## config.mk

```make
export PLATFORM = sky130hd
export DESIGN_NAME = thread_state_mem_flat
export DESIGN_NICKNAME = d
export VERILOG_FILES = /design/src/rtl/thread_state_mem_pkg.sv /design/src/rtl/thread_state_mem_if.sv /design/src/rtl/thread_state_mem_scan.sv /design/src/rtl/thread_state_mem.sv /design/src/flat_wrapper.sv
export SDC_FILE = /design/constraint.sdc
export NUM_CORES = 1
export LEC_CHECK = 0
export BUFFER_PORTS_ARGS = -buffer_cell sky130_fd_sc_hd__buf_2
export CAP_MARGIN = 10
export CORE_AREA = 2 2 39 41
export CTS_CLUSTER_SIZE = 24
export DETAILED_ROUTE_END_ITERATION = 10
export DIE_AREA = 0 0 41 43
export PLACE_DENSITY = 0.68
export SLEW_MARGIN = 5
export SYNTH_ARGS = -nofsm -noshare
export SYNTH_HDL_FRONTEND = slang
export SYNTH_SLANG_ARGS = --single-unit
```

## constraint.sdc

```tcl
create_clock -name CLK -period 2.2 [get_ports CLK]
set_clock_uncertainty 0.1 [all_clocks]
set_input_delay 0 -clock CLK [delete_from_list [all_inputs] [get_ports CLK]]
set_output_delay 0 -clock CLK [all_outputs]
set_load 0.02 [all_outputs]
```

## src/rtl/thread_state_mem_pkg.sv

```systemverilog
// Shared thread-state encoding and transition legality for the thread-state store and scheduler.
package thread_state_mem_pkg;

    localparam int THREAD_STATE_MSB = 1;

    typedef logic [THREAD_STATE_MSB:0] thread_state_t;

    localparam thread_state_t TS_NONE   = 2'd0;
    localparam thread_state_t TS_WR_RDY = 2'd1;
    localparam thread_state_t TS_BUSY   = 2'd2;
    localparam thread_state_t TS_RD_RDY = 2'd3;

    // One write port's registered strobe and requested state; the thread index travels beside it.
    typedef struct packed {
        logic          en;
        thread_state_t st;
    } wr_req_t;

    function automatic int thread_num_msb(input int n_threads);
        return (n_threads > 2) ? $clog2(n_threads) - 1 : 0;
    endfunction

    function automatic logic cpu_legal(input thread_state_t cur, input thread_state_t nxt);
        return ((cur == TS_WR_RDY) && (nxt == TS_BUSY)) ||
               ((cur == TS_BUSY) && ((nxt == TS_WR_RDY) || (nxt == TS_RD_RDY)));
    endfunction

    function automatic logic io_legal(input thread_state_t cur, input thread_state_t nxt);
        return ((cur == TS_NONE) && (nxt == TS_WR_RDY)) ||
               ((cur == TS_RD_RDY) && (nxt == TS_NONE));
    endfunction

endpackage

```

## src/rtl/thread_state_mem_if.sv

```systemverilog
// Bundle between the thread-state store (slave) and its scheduler / CPU / I/O clients (master).
interface thread_state_mem_if #(
    parameter int N_THREADS_MSB = 0
);
    import thread_state_mem_pkg::*;

    // Write strobes are fire-and-forget: a write is taken on every CLK edge where *_wr_en is high.
    // There is no ready/back-pressure; the store accepts one write per port per cycle, always.
    logic [N_THREADS_MSB:0]    ts_rd_num;
    logic [THREAD_STATE_MSB:0] ts_rd;
    logic                      ts_wr_en;
    logic [N_THREADS_MSB:0]    ts_wr_num;
    logic [THREAD_STATE_MSB:0] ts_wr;
    logic                      io_wr_en;
    logic [N_THREADS_MSB:0]    io_wr_num;
    logic [THREAD_STATE_MSB:0] io_wr;
    logic                      rd_rdy_any;
    logic [N_THREADS_MSB:0]    rd_rdy_num;
    logic                      err;

    modport master (
        output ts_rd_num, ts_wr_en, ts_wr_num, ts_wr, io_wr_en, io_wr_num, io_wr,
        input  ts_rd, rd_rdy_any, rd_rdy_num, err
    );

    modport slave (
        input  ts_rd_num, ts_wr_en, ts_wr_num, ts_wr, io_wr_en, io_wr_num, io_wr,
        output ts_rd, rd_rdy_any, rd_rdy_num, err
    );

endinterface

```

## src/rtl/thread_state_mem_scan.sv

```systemverilog
// Lowest-index priority encoder over the per-thread RD_RDY bits; purely combinational.
module thread_state_mem_scan #(
    parameter int N = 2,
    parameter int W = 1
) (
    input  logic [N-1:0] rdy,
    output logic         any,
    output logic [W-1:0] num
);

    // Walking downwards lets the lowest set bit win the last assignment.
    always_comb begin
        any = |rdy;
        num = '0;
        for (int i = N - 1; i >= 0; i--) begin
            if (rdy[i]) begin
                num = W'(i);
            end
        end
    end

endmodule

```

## src/rtl/thread_state_mem.sv

```systemverilog
// Per-thread state store: two write ports through a 2-stage legality-checked pipeline,
// a registered lookahead read for the scheduler and a registered RD_RDY scan for the unloader.
module thread_state_mem
    import thread_state_mem_pkg::*;
#(
    parameter int N_CORES       = -1,
    parameter int N_THREADS     = 2 * N_CORES,
    parameter int N_THREADS_MSB = thread_num_msb(N_THREADS)
) (
    input logic               CLK,
    input logic               RESET_N,
    thread_state_mem_if.slave bus
);

    localparam int N_ENT = (N_THREADS < 1) ? 1 : N_THREADS;
    localparam int NUM_W = N_THREADS_MSB + 1;

    typedef logic [N_THREADS_MSB:0] num_t;

    wr_req_t       s1_ts;
    wr_req_t       s1_io;
    num_t          s1_ts_num;
    num_t          s1_io_num;

    thread_state_t st_q [N_ENT];
    thread_state_t st_d [N_ENT];
    logic [N_ENT-1:0] rdy_vec;

    thread_state_t ts_cur;
    thread_state_t io_cur;
    thread_state_t rd_cur;
    logic          ts_hit;
    logic          io_hit;
    logic          ts_ok;
    logic          io_ok;
    logic          collide;
    logic          err_set;

    logic          scan_any;
    num_t          scan_num;

    thread_state_t ts_rd_q;
    logic          rd_rdy_any_q;
    num_t          rd_rdy_num_q;
    logic          err_q;

    // Index decode by comparison so an out-of-range thread number simply finds no entry.
    always_comb begin
        ts_cur = TS_NONE;
        io_cur = TS_NONE;
        rd_cur = TS_NONE;
        ts_hit = 1'b0;
        io_hit = 1'b0;
        for (int i = 0; i < N_ENT; i++) begin
            if (s1_ts_num == num_t'(i)) begin
                ts_cur = st_q[i];
                ts_hit = 1'b1;
            end
            if (s1_io_num == num_t'(i)) begin
                io_cur = st_q[i];
                io_hit = 1'b1;
            end
            if (bus.ts_rd_num == num_t'(i)) begin
                rd_cur = st_q[i];
            end
        end
    end

    // The CPU side wins a same-thread collision; the I/O write is dropped and flagged.
    always_comb begin
        collide = s1_ts.en && s1_io.en && (s1_ts_num == s1_io_num);
        ts_ok   = s1_ts.en && ts_hit && cpu_legal(ts_cur, s1_ts.st);
        io_ok   = s1_io.en && !collide && io_hit && io_legal(io_cur, s1_io.st);
        err_set = (s1_ts.en && !ts_ok) || (s1_io.en && !io_ok);
    end

    always_comb begin
        for (int i = 0; i < N_ENT; i++) begin
            st_d[i]    = st_q[i];
            rdy_vec[i] = (st_q[i] == TS_RD_RDY);
            if (ts_ok && (s1_ts_num == num_t'(i))) begin
                st_d[i] = s1_ts.st;
            end else if (io_ok && (s1_io_num == num_t'(i))) begin
                st_d[i] = s1_io.st;
            end
        end
    end

    thread_state_mem_scan #(
        .N (N_ENT),
        .W (NUM_W)
    ) u_scan (
        .rdy (rdy_vec),
        .any (scan_any),
        .num (scan_num)
    );

    always_ff @(posedge CLK) begin
        if (!RESET_N) begin
            s1_ts        <= '0;
            s1_io        <= '0;
            s1_ts_num    <= '0;
            s1_io_num    <= '0;
            for (int i = 0; i < N_ENT; i++) begin
                st_q[i] <= TS_NONE;
            end
            ts_rd_q      <= TS_NONE;
            rd_rdy_any_q <= 1'b0;
            rd_rdy_num_q <= '0;
            err_q        <= 1'b0;
        end else begin
            s1_ts        <= '{en: bus.ts_wr_en, st: bus.ts_wr};
            s1_io        <= '{en: bus.io_wr_en, st: bus.io_wr};
            s1_ts_num    <= bus.ts_wr_num;
            s1_io_num    <= bus.io_wr_num;
            st_q         <= st_d;
            // No bypass: the scheduler's hold-off assumes the array value, not the pending write.
            ts_rd_q      <= rd_cur;
            rd_rdy_any_q <= scan_any;
            rd_rdy_num_q <= scan_num;
            if (err_set) begin
                err_q <= 1'b1;
            end
        end
    end

    assign bus.ts_rd      = ts_rd_q;
    assign bus.rd_rdy_any = rd_rdy_any_q;
    assign bus.rd_rdy_num = rd_rdy_num_q;
    assign bus.err        = err_q;

endmodule

```

## src/flat_wrapper.sv

```systemverilog
// flat-port wrapper written by rule: the top's interface ports become plain ports
module thread_state_mem_flat import thread_state_mem_pkg::*;
#(
    parameter int N_CORES       = -1,
    parameter int N_THREADS     = 2 * N_CORES,
    parameter int N_THREADS_MSB = thread_num_msb(N_THREADS)
)
  (CLK, RESET_N, bus_ts_rd_num, bus_ts_wr_en, bus_ts_wr_num, bus_ts_wr, bus_io_wr_en, bus_io_wr_num, bus_io_wr, bus_ts_rd, bus_rd_rdy_any, bus_rd_rdy_num, bus_err);
  thread_state_mem_if #(.N_THREADS_MSB(N_THREADS_MSB)) bus_i ();
  input logic CLK;
  input logic RESET_N;
  input wire logic [$bits(bus_i.ts_rd_num)-1:0] bus_ts_rd_num;
  input wire logic [$bits(bus_i.ts_wr_en)-1:0] bus_ts_wr_en;
  input wire logic [$bits(bus_i.ts_wr_num)-1:0] bus_ts_wr_num;
  input wire logic [$bits(bus_i.ts_wr)-1:0] bus_ts_wr;
  input wire logic [$bits(bus_i.io_wr_en)-1:0] bus_io_wr_en;
  input wire logic [$bits(bus_i.io_wr_num)-1:0] bus_io_wr_num;
  input wire logic [$bits(bus_i.io_wr)-1:0] bus_io_wr;
  output wire logic [$bits(bus_i.ts_rd)-1:0] bus_ts_rd;
  output wire logic [$bits(bus_i.rd_rdy_any)-1:0] bus_rd_rdy_any;
  output wire logic [$bits(bus_i.rd_rdy_num)-1:0] bus_rd_rdy_num;
  output wire logic [$bits(bus_i.err)-1:0] bus_err;
  assign bus_i.ts_rd_num = bus_ts_rd_num;
  assign bus_i.ts_wr_en = bus_ts_wr_en;
  assign bus_i.ts_wr_num = bus_ts_wr_num;
  assign bus_i.ts_wr = bus_ts_wr;
  assign bus_i.io_wr_en = bus_io_wr_en;
  assign bus_i.io_wr_num = bus_io_wr_num;
  assign bus_i.io_wr = bus_io_wr;
  assign bus_ts_rd = bus_i.ts_rd;
  assign bus_rd_rdy_any = bus_i.rd_rdy_any;
  assign bus_rd_rdy_num = bus_i.rd_rdy_num;
  assign bus_err = bus_i.err;
  thread_state_mem #(.N_CORES(N_CORES), .N_THREADS(N_THREADS), .N_THREADS_MSB(N_THREADS_MSB)) u_core (.CLK(CLK), .RESET_N(RESET_N), .bus(bus_i));
endmodule
```

After elaboration in Yosys (flattened, before gate mapping)
Cells that the tools add are included.

Register bits: 14. Bits of input ports: 11. Output and inout port bits: 5. Word-level logic and storage cells: 54.

Equality and inequality tests: 9. Multiplexer cells: 6. Bitwise operators: 3. Reduce and logical (&&, ||, !) cells: 26.

Operators by type and width (number): logical AND 1 bit (15); equality test 2 bit (second input constant) (5); two-way mux 2 bit (4); equality test 2 x 1 -> 1 bit (second input constant) (3); zero test 2 bit (2); logical OR 1 bit (4); zero test 1 bit (3); inverter 1 bit (3); two-way mux 1 bit (2); nonzero test 2 bit (1); OR reduction 2 bit (1); equality test 1 bit (1).

Depth between registers and ports, before layout
Word-level depth: 9. Gate-level depth with buffers: 4. Mapped depth without buffers: 4.

By module
From an unflattened synthesis, not the netlist that was laid out.

Cells, all modules: 48. Area, all modules: 528.0 µm².

Modules (own cells, without submodules): thread_state_mem (instances 1, cells each 45, area each 509.2 µm²); thread_state_mem_scan (instances 1, cells each 3, area each 18.8 µm²).

Worst setup path before layout
Ideal clock, no wire load.

Path type: reg-to-reg. From: reg u_core.s1_io[2] (netlist bit). To: reg u_core.err_q, in the netlist u_core.bus.err. Arrival time: 1.286 ns. Data required time: 1.980 ns. Slack: 0.694 ns. Cell stages (with the launch flop): 5. Path buffers: 0. Period minus slack after synthesis: 1.506 ns. Path through: dfxtp_1 > or3b_2 > a211o_1 > a221oi_2 > nor2b_1.

Cells in the longest elaborated chain, start to end: 9.

RTL lines: start, declared (RTL line thread_state_mem.sv:21) `wr_req_t s1_io;`; start signal, assigned (RTL line thread_state_mem.sv:113) `s1_io <= '{en: bus.io_wr_en, st: bus.io_wr};`; logical AND 1 bit (2 in series) (RTL line thread_state_mem.sv:71) `collide = s1_ts.en && s1_io.en && (s1_ts_num == s1_io_num);`; zero test 1 bit (RTL line thread_state_mem.sv:73) `io_ok = s1_io.en && !collide && io_hit && io_legal(io_cur, s1_io.st);`; logical AND 1 bit (3 in series) (RTL line thread_state_mem.sv:73); zero test 1 bit (RTL line thread_state_mem.sv:74) `err_set = (s1_ts.en && !ts_ok) || (s1_io.en && !io_ok);`; logical AND 1 bit * (RTL line thread_state_mem.sv:74); logical OR 1 bit * (RTL line thread_state_mem.sv:74); end signal, assigned (RTL line thread_state_mem.sv:110) `err_q <= 1'b0;`; end signal, assigned (RTL line thread_state_mem.sv:122) `err_q <= 1'b1;`; end, declared (RTL line thread_state_mem.sv:45) `logic err_q;`.

Mark *: on every way between the ends. The rest lies on a longest branch, timed or not. A chain may end at the register's enable or synchronous reset.

Worst setup path in the final report
From: reg u_core.st_q[1] (netlist bit). To: reg u_core.err_q, in the netlist u_core.bus.err.

Cells in the longest elaborated chain, start to end: 8.

RTL lines: start, declared (RTL line thread_state_mem.sv:25) `thread_state_t st_q [N_ENT];`; start signal, assigned (RTL line thread_state_mem.sv:116) `st_q <= st_d;`; two-way mux 2 bit (on tied branches) (RTL line thread_state_mem.sv:55, thread_state_mem.sv:59); equality test 2 x 1 -> 1 bit, or another cell as far along (RTL line thread_state_mem_pkg.sv:24) `return ((cur == TS_WR_RDY) && (nxt == TS_BUSY)) ||`; logical AND 1 bit (on tied branches); logical OR 1 bit (on tied branches) (RTL line thread_state_mem_pkg.sv:24, thread_state_mem_pkg.sv:29); logical AND 1 bit (on tied branches) (RTL line thread_state_mem.sv:72, thread_state_mem.sv:73); zero test 1 bit (RTL line thread_state_mem.sv:74); logical AND 1 bit (RTL line thread_state_mem.sv:74); logical OR 1 bit * (RTL line thread_state_mem.sv:74).

Marked as above.

==> flow_summary.ini <==
[critical_path]
path_cells = or3b_1 -> a211o_1 -> a221oi_2 -> nor2b_1
max_stage_delay_ns = 0.39
crit_type = register to register
end_kind = register
crit_arrival_ns = 1.66
startpoint_type = register
cp_max_fo = 7
worst_ep_required_time_ns = 2.27
path_delay_family = compound AO/OA/AOI/OAI gates
crit_buf_inv = 0
critPathSlowestCell = or3b_1

[layout]
nets = 86
final_area_sq_um = 726
final_cell_mix = buf_2 (14), dfxtp_1 (14), dlygate4sd3_1 (13)
final_cells = 89
drive_gt1_frac = 0.315
antenna_cells = 0
area_growth_pct = 46.8

[place]
placed_area_sq_um = 573
port-buffer-count = 14
pre_cts_ws_ns = 0.610
dp_cells = 73
dp.final_hpwl_um = 530
gp_congestion = 0.742

[sta]
setup_violations = 0
hold_viol_final = 0
fin_tns_setup_ns = 0
finalWorstSetupSlack_ns = 0.604
post-route-period-util = 0.726
clock.fmax_ghz = 0.627
period_minus_slack_ns = 1.60
slew_violations = 0
rsz0062_at_grt = no

[routing]
routed_via_density = 4.28
first_pass_iters = 4
vias = 381
remaining_drc_errors = 0
drt_iter0_markers = 4
finalWirelength_um = 885
avgRoutedWirePerCell_um = 9.94
ant_nets = 0

[power_and_ir_drop]
pwr-share-clk = 0.298
swShare = 0.200
seq_power_share = 0.600
p_sw_mw = 0.0892
ir_drop_mv = 0.335
power_frac_comb = 0.102
leakage_nw = 0.330
p_int_mw = 0.356
power_density_nw_per_um2 = 614
power_mw = 0.446

[yosys]
synth.distinct_cells = 21
yosysWarnings = 0
netlist_area_sq_um = 494
syn_inst = 45
synth_nets = 56
ys_ff_latch = 14
syn_avg_cell_area_sq_um = 11.0
synth-seq-area-share = 0.567

[floorplanning]
fp.coreArea_sq_um = 1380
die_height_um = 43
initial_core_util = 0.357
design.die.area_sq_um = 1760
rows = 14
die_w_um = 41
pin_count = 16

[clocking]
h-tree-depth = 1
clkSlewWorstSetupHoldPaths_ns = 0.08
root_buffer = clkbuf_4
postCtsResizedCells = 0
cts_tree = done
cts.sinks = 14
cts-buffers-inserted = 3
clk_latency_ns = 0.27
clockBufferDepth = 2

[global_route]
grt_first_pass_wirelength_mm = 1.37
grt_usage = 0.120
grt.overflow.total = 0
antenna_found_initial = 0
grt_max_degree = 16
grt_pass1_vias = 335

[min_path]
hold_class = register to register

[run]
cap_violations = 0

[status]
outcome = finished, final reports clean
==> state kept, by name, indices dropped and copies added (netlist names) <==
signal,count
u_core.s1_io,3
u_core.s1_ts_num,1
u_core.bus.err,1
u_core.bus.rd_rdy_any,1
u_core.st_q,2
u_core.s1_ts,3
u_core.s1_io_num,1
u_core.bus.ts_rd,2
==> worst paths after layout <==
kind                                       from             end  slack [ns]  depth (start not counted)
worst max register to register   u_core.st_q[1]  u_core.bus.err        0.60                          4
worst min-delay path            u_core.s1_ts[1]  u_core.st_q[1]        0.36                          2
worst max-delay path             u_core.st_q[1]  u_core.bus.err        0.60                          4
worst min register to register  u_core.s1_ts[1]  u_core.st_q[1]        0.36                          2
==> power by group through the flow <==
stage	combinational, mW	clock [mW]	sequential, mW
6_report	0.0454	0.133	0.268
3_5_place_dp	0.0293	0	0.273
3_3_place_gp	0.0288	0	0.273
5_1_grt	0.0497	0.152	0.269
2_1_floorplan	0.0166	0	0.274
4_1_cts	0.0453	0.138	0.267
==> synth_stat cells <==
master,instances,area [sq um]
or3b_1,1,8.76
mux2i_1,1,10.0
or3b_2,1,8.76
buf_4,1,7.51
nand4_1,1,6.26
nand3b_1,1,7.51
o21ai_0,2,10.0
nand2_1,2,7.51
and3b_2,2,20.0
conb_1,1,3.75
and3_2,1,7.51
clkbuf_1,1,3.75
nor2b_1,2,12.5
a221oi_2,1,15.0
dfxtp_1,14,280
and4bb_2,1,12.5
o21ai_1,1,5.00
and2_1,8,50.1
a21oi_1,1,5.00
nor2_1,1,3.75
a211o_1,1,8.76
==> kinds of logic after synthesis <==
| kind of cell | synth area share |
|---|---|
| DFF | 0.567 |
| and+or+nand+nor | 0.294 |
| AOI/OAI and AO/OA | 0.0886 |
| other | 0.00759 |
| buffers and inverters | 0.0228 |
| muxes | 0.0203 |
==> layout make-up <==
cell class	count	area, sq um
clock buffer	3	22.5
fill	124	658
multi-input combinational	29	203
sequential	14	280
tap	16	20.0
timing repair buffer	27	200
==> worst reg2reg max path: stages, from the launching register on <==
cell and delay [ns]:
dfxtp_1 0.37, or3b_1 0.39, a211o_1 0.35, a221oi_2 0.22, nor2b_1 0.06
==> metal layers <==
layer,GRT usage,wire (um),part of all wire,vias up
met4,0.0400,0,0,0
met3,0.0785,46,0.052,0
met2,0.169,421,0.48,13
li1,-,-,-,209
met5,0,0,0,-
met1,0.144,417,0.47,159
==> stage by stage <==
stage / util / hold WS (ns)
2_1_floorplan: - / -0.0282
3_3_place_gp: 0.414 / 0.0704
3_5_place_dp: 0.414 / 0.0744
6_report: 0.524 / 0.355
4_1_cts: 0.524 / 0.355
5_1_grt: 0.524 / 0.363
==> repair_timing <==
action / 4_1_cts / 5_1_grt
hold endpoints to repair: 13 / 0
hold buffers: 13 / 0
setup buffers: 0 / 0
Power figures use the tool's default switching activity.
